`config.mk`:
```
export PLATFORM = sky130hd
export DESIGN_NAME = atmos_light_est
export DESIGN_NICKNAME = d
export VERILOG_FILES = /design/src/rtl/atmos_light_est_pkg.sv /design/src/rtl/atmos_light_est_max3.sv /design/src/rtl/atmos_light_est.sv
export SDC_FILE = /design/constraint.sdc
export NUM_CORES = 1
export LEC_CHECK = 0
export ABC_CLOCK_PERIOD_IN_PS = 4500
export CORE_MARGIN = 3
export CORE_UTILIZATION = 52
export CTS_CLUSTER_DIAMETER = 50
export DETAILED_ROUTE_END_ITERATION = 7
export PLACE_DENSITY = 0.81
export SLEW_MARGIN = 5
export SYNTH_ARGS = -nofsm -noshare
export SYNTH_HDL_FRONTEND = slang
export SYNTH_SLANG_ARGS = --single-unit
```
`constraint.sdc`:
```
create_clock -name clk -period 4.5 [get_ports clk]
set_clock_uncertainty 0.2 [all_clocks]
set_input_delay 0.675 -clock clk [delete_from_list [all_inputs] [get_ports clk]]
set_output_delay 0.675 -clock clk [all_outputs]
set_load 0.05 [all_outputs]
```
`src/rtl/atmos_light_est_pkg.sv`:
```
// Shared haze-pipeline constants: pixel width, RGB field positions and default A limits.
// Also holds the A floor clamp and the 3:1 IIR step used by atmos_light_est (ATMOS_IIR_EN).
package atmos_light_est_pkg;

    localparam int PIX_W = 8;
    localparam int RGB_W = 3 * PIX_W;
    localparam int R_LSB = 16;
    localparam int G_LSB = 8;
    localparam int B_LSB = 0;

    localparam logic [PIX_W-1:0] A_INIT_DEF  = 8'd255;
    localparam logic [PIX_W-1:0] A_FLOOR_DEF = 8'd8;

    typedef struct packed {
        logic [PIX_W-1:0] r;
        logic [PIX_W-1:0] g;
        logic [PIX_W-1:0] b;
    } rgb_t;

    function automatic logic [PIX_W-1:0] floor_clamp(input logic [PIX_W-1:0] v,
                                                     input logic [PIX_W-1:0] fl);
        return (v < fl) ? fl : v;
    endfunction

    // (3*old + new) >> 2; the worst case 1020 fits the 10-bit accumulator.
    function automatic logic [PIX_W-1:0] iir_step(input logic [PIX_W-1:0] a_old,
                                                  input logic [PIX_W-1:0] a_frame);
        logic [PIX_W+1:0] acc;
        acc = ({2'b00, a_old} << 1) + {2'b00, a_old} + {2'b00, a_frame};
        return acc[PIX_W+1:2];
    endfunction

endpackage

```
`src/rtl/atmos_light_est_max3.sv`:
```
// Combinational maximum of three unsigned 8-bit channels (module max3_u8).
// Shared with the recovery stage.
module max3_u8
    import atmos_light_est_pkg::*;
(
    input  logic [PIX_W-1:0] a,
    input  logic [PIX_W-1:0] b,
    input  logic [PIX_W-1:0] c,
    output logic [PIX_W-1:0] y
);

    logic [PIX_W-1:0] ab;

    assign ab = (a > b) ? a : b;
    assign y  = (ab > c) ? ab : c;

endmodule

```
`src/rtl/atmos_light_est.sv`:
```
// Atmospheric light estimator: tracks the brightest dark-channel pixel per frame and
// publishes A for the next frame. Define ATMOS_IIR_EN to temporally smooth A.
module atmos_light_est
    import atmos_light_est_pkg::*;
#(
    parameter logic [PIX_W-1:0] A_FLOOR = A_FLOOR_DEF,
    parameter logic [PIX_W-1:0] A_INIT  = A_INIT_DEF
) (
    input  logic             clk,
    input  logic             rst_n,
    input  logic             pre_frame_vsync,
    input  logic             pre_frame_href,
    input  logic             pre_frame_clken,
    input  logic [PIX_W-1:0] pre_dark,
    input  logic [RGB_W-1:0] pre_rgb,
    output logic [PIX_W-1:0] atmos_light,
    output logic [RGB_W-1:0] atmos_rgb,
    output logic [PIX_W-1:0] atmos_dark_max,
    output logic             atmos_valid,
    output logic             frame_done
);

    logic             vsync_d;
    logic             pv;
    logic             rise;
    logic             fall;
    logic [PIX_W-1:0] run_max;
    logic [RGB_W-1:0] run_rgb;
    logic             seen;
    rgb_t             run_pix;
    logic [PIX_W-1:0] run_chan_max;
    logic [PIX_W-1:0] a_frame;
    logic [PIX_W-1:0] a_next;

    assign pv   = pre_frame_vsync & pre_frame_href & pre_frame_clken;
    assign rise = pre_frame_vsync & ~vsync_d;
    assign fall = ~pre_frame_vsync & vsync_d;

    assign run_pix = run_rgb;

    max3_u8 u_max3 (
        .a (run_pix.r),
        .b (run_pix.g),
        .c (run_pix.b),
        .y (run_chan_max)
    );

    assign a_frame = floor_clamp(run_chan_max, A_FLOOR);

`ifdef ATMOS_IIR_EN
    // atmos_valid doubles as "history exists": the first measured frame loads directly.
    assign a_next = atmos_valid ? iir_step(atmos_light, a_frame) : a_frame;
`else
    assign a_next = a_frame;
`endif

    always_ff @(posedge clk or negedge rst_n) begin
        if (!rst_n) begin
            vsync_d <= 1'b0;
        end else begin
            vsync_d <= pre_frame_vsync;
        end
    end

    // Running maximum; strict compare keeps the first pixel in raster order on ties.
    always_ff @(posedge clk or negedge rst_n) begin
        if (!rst_n) begin
            run_max <= '0;
            run_rgb <= '0;
            seen    <= 1'b0;
        end else if (rise) begin
            run_max <= pv ? pre_dark : '0;
            run_rgb <= pv ? pre_rgb : '0;
            seen    <= pv;
        end else if (pv && ((pre_dark > run_max) || !seen)) begin
            run_max <= pre_dark;
            run_rgb <= pre_rgb;
            seen    <= 1'b1;
        end
    end

    always_ff @(posedge clk or negedge rst_n) begin
        if (!rst_n) begin
            atmos_light    <= A_INIT;
            atmos_rgb      <= '1;
            atmos_dark_max <= '0;
            atmos_valid    <= 1'b0;
            frame_done     <= 1'b0;
        end else begin
            frame_done <= 1'b0;
            if (fall && seen) begin
                atmos_dark_max <= run_max;
                atmos_rgb      <= run_rgb;
                atmos_light    <= a_next;
                atmos_valid    <= 1'b1;
                frame_done     <= 1'b1;
            end
        end
    end

endmodule

```
==> flow_summary.ini, run 1 <==
[status]
outcome = finished clean

[route]
wl_met3_um = 393
vias = 3044
drt_wl_total_um = 9053
top_layer_used = met4
wl_met1_um = 4002
dr.pass1.iters = 4
wl_met2_um = 4522
dr.first_iter.drc_count = 193
drc_errors = 0
viasPerCell = 5.159
antenna_left = 0
wl_per_cell_um = 15.34

[floorplan]
die_x_um = 92.87
start_util = 0.5381
die_h_um = 92.87
io_pins = 79
coreArea_um2 = 7292
fp-row-count = 31
dieArea_um2 = 8624

[critical_path]
required_ns = 4.57
path_class = reg -> reg
end_kind = register
critPathArrivalTime_ns = 4.21
crit_path_start_kind = register
crit_start = run_pix[9]
cp_max_fo = 10
r2r_slack_ns = 0.36
r2r_start = run_pix[9]

[placed_design]
pre_cts_ws_ns = 0.2421
gp_congestion = 0.9887
io_buffers = 78
place_inst = 574
dp_hpwl_um = 6624

[cells_and_area]
fillCellCount = 596
utilization = 0.6889
finalNonFillerCells = 590
antenna_cells = 0
area_growth_pct = 28.03
final_cell_mix = 109 x nand2_1, 77 x clkdlybuf4s50_1, 56 x inv_1
finalNetCount = 547
final_common_cell = nand2_1
drive_gt1_frac = 0.1446

[clock_tree]
clk_latency_ns = 0.34
htreeDepth = 3
cts_tree = yes
ctsResizeCount = 0
clk_path_buf_depth = 2
clkTransAtPathRegs_ns = 0.08
post-cts-setup-buffer-count = 0
numCtsBuffers = 9
clkSinkCount = 76
cts-root-buf = clkbuf_8
postCtsHoldBufs = 0

[timing]
worstMarginPinSlew_ns = 0.9241
setup_violations = 0
finalHoldViolCount = 0
setup_slack_ns = 0.3593
min_period_over_period = 0.9202
fmax_ghz = 0.2415
rsz0062_at_grt = no
hold_slack_ns = 0.2516
drv_slew = 0
min_period_ns = 4.141
setup_tns_ns = 0
relSlewSlack = 0.3840

[global_route]
first_global_vias = 3122
grt.overflow.total = 0
grt_pass1_wl_um = 15040
antenna_found_initial = 0
grt_max_degree = 77
grtUsageTotal = 0.2223

[logic_synthesis]
syn-num-nets = 471
avgSynthCellArea_um2 = 9.570
synth_edf_count = 0
ys_warn_count = 0
ys_seq_area_frac = 0.4949
syn_inst = 410
synth_cell_type_count = 43
async_reset_ff_frac = 1.000
synth_area_um2 = 3924
synthFlopType = dfrtp_1
ys_ff_latch = 76

[pwr]
powerDensity_nw_per_um2 = 529.4
leakagePower_nw = 2.498
vdd_drop_max_v = 0.0002503

[job]
cap_viol_max_count = 0

[min_path]
min_path_type = in -> async
logic make-up after synthesis:
logic type	count (synthesis)	synth area share
AO/OA/AOI/OAI	64	0.1065
buffers and inverters	74	0.07653
adder cells (fa/ha/maj)	24	0.07653
multiplexers	35	0.08992
AND/OR/NAND/NOR	137	0.1556
flip-flops	76	0.4949
sequential cells by signal (all words and copies together) (netlist names):
name and cells:
run_pix 24, atmos_light 8, vsync_d 1, atmos_dark_max 8, frame_done 1, run_max 8
atmos_rgb 24, atmos_valid 1, seen 1
where the power goes:
group          switching, mW  total (mW)  internal (mW)
Clock                  0.251       0.607          0.356
Sequential            0.0800       0.941          0.861
Combinational          0.709        1.11          0.402
worst paths after layout:
path	endpoint	cells after the start
setup reg to reg	atmos_light[3]	15
max in group asynchronous	run_pix[10]	1
hold / removal	run_pix[3]	1
hold reg to reg	atmos_rgb[18]	2
min in group clk	atmos_rgb[18]	2
setup / recovery	atmos_light[3]	15
synthesized netlist by cell type, drive strengths merged, types with 2 or more instances:
master  count  area, um2
buf         7      48.80
a21oi      13      65.06
nand2     109      409.1
ha         24      300.3
o21ai      28      143.9
dfstp      32      840.8
clkbuf     10      37.54
o211ai      3      22.52
mux2i      33      330.3
inv        57      214.0
a31oi       4      25.02
and2        3      18.77
nand4       5      37.53
a21bo       4      40.04
nor2        4      17.52
nand3       4      25.02
nand2b      3      18.77
a22oi       3      22.52
a211o       2      17.52
nor2b       4      25.02
dfrtp      44       1101
mux2        2      22.52
area by class of cell:
type / instances / area, um2 / area share
inverters: 57 / 214.0 / 0.04259
multi-input cells: 260 / 1700 / 0.3385
repair buffers: 82 / 808.3 / 0.1609
clock inverters: 4 / 70.07 / 0.01395
flip-flops and latches: 76 / 1942 / 0.3865
clock buffers: 12 / 165.2 / 0.03288
well taps: 99 / 123.9 / 0.02466
worst max-delay path: stages, from the launching register on:
cell	delay (ns)
dfrtp_1	0.38
inv_1	0.07
ha_1	0.30
nor2b_1	0.14
o211ai_1	0.19
a211o_2	0.26
and2_1	0.26
mux2_2	0.42
ha_1	0.31
nor2b_1	0.13
o21ai_0	0.29
nand4bb_4	0.18
a21oi_1	0.17
a31oi_1	0.09
or4_1	0.55
a21oi_1	0.14
stage by stage:
| stage | cell area, um2 | power [mW] |
|---|---|---|
| after global routing | 5024 | 2.800 |
| after detailed placement | 4781 | 2.052 |
| after CTS | 5016 | 2.659 |
| after global placement | 4781 | 2.025 |
| after floorplan | 3924 | 1.717 |
| final | 5024 | 2.660 |
metal layers:
metal  global-route usage  vias up
met4              0.08303        0
met5                    0        -
li1                     -     1502
met2               0.3737       80
met1               0.2890     1450
met3              0.03574       12
(Power assumes the default switching activity.)
==> run 2, diff against run 1 <==
--- a/config.mk
+++ b/config.mk
@@ -5,7 +5,6 @@
 export SDC_FILE = /design/constraint.sdc
 export NUM_CORES = 1
 export LEC_CHECK = 0
-export ABC_CLOCK_PERIOD_IN_PS = 4500
 export CORE_MARGIN = 3
 export CORE_UTILIZATION = 52
 export CTS_CLUSTER_DIAMETER = 50
==> results of run 2 <==
No change in the layout: final DEF, timing and power equal those of run 1.
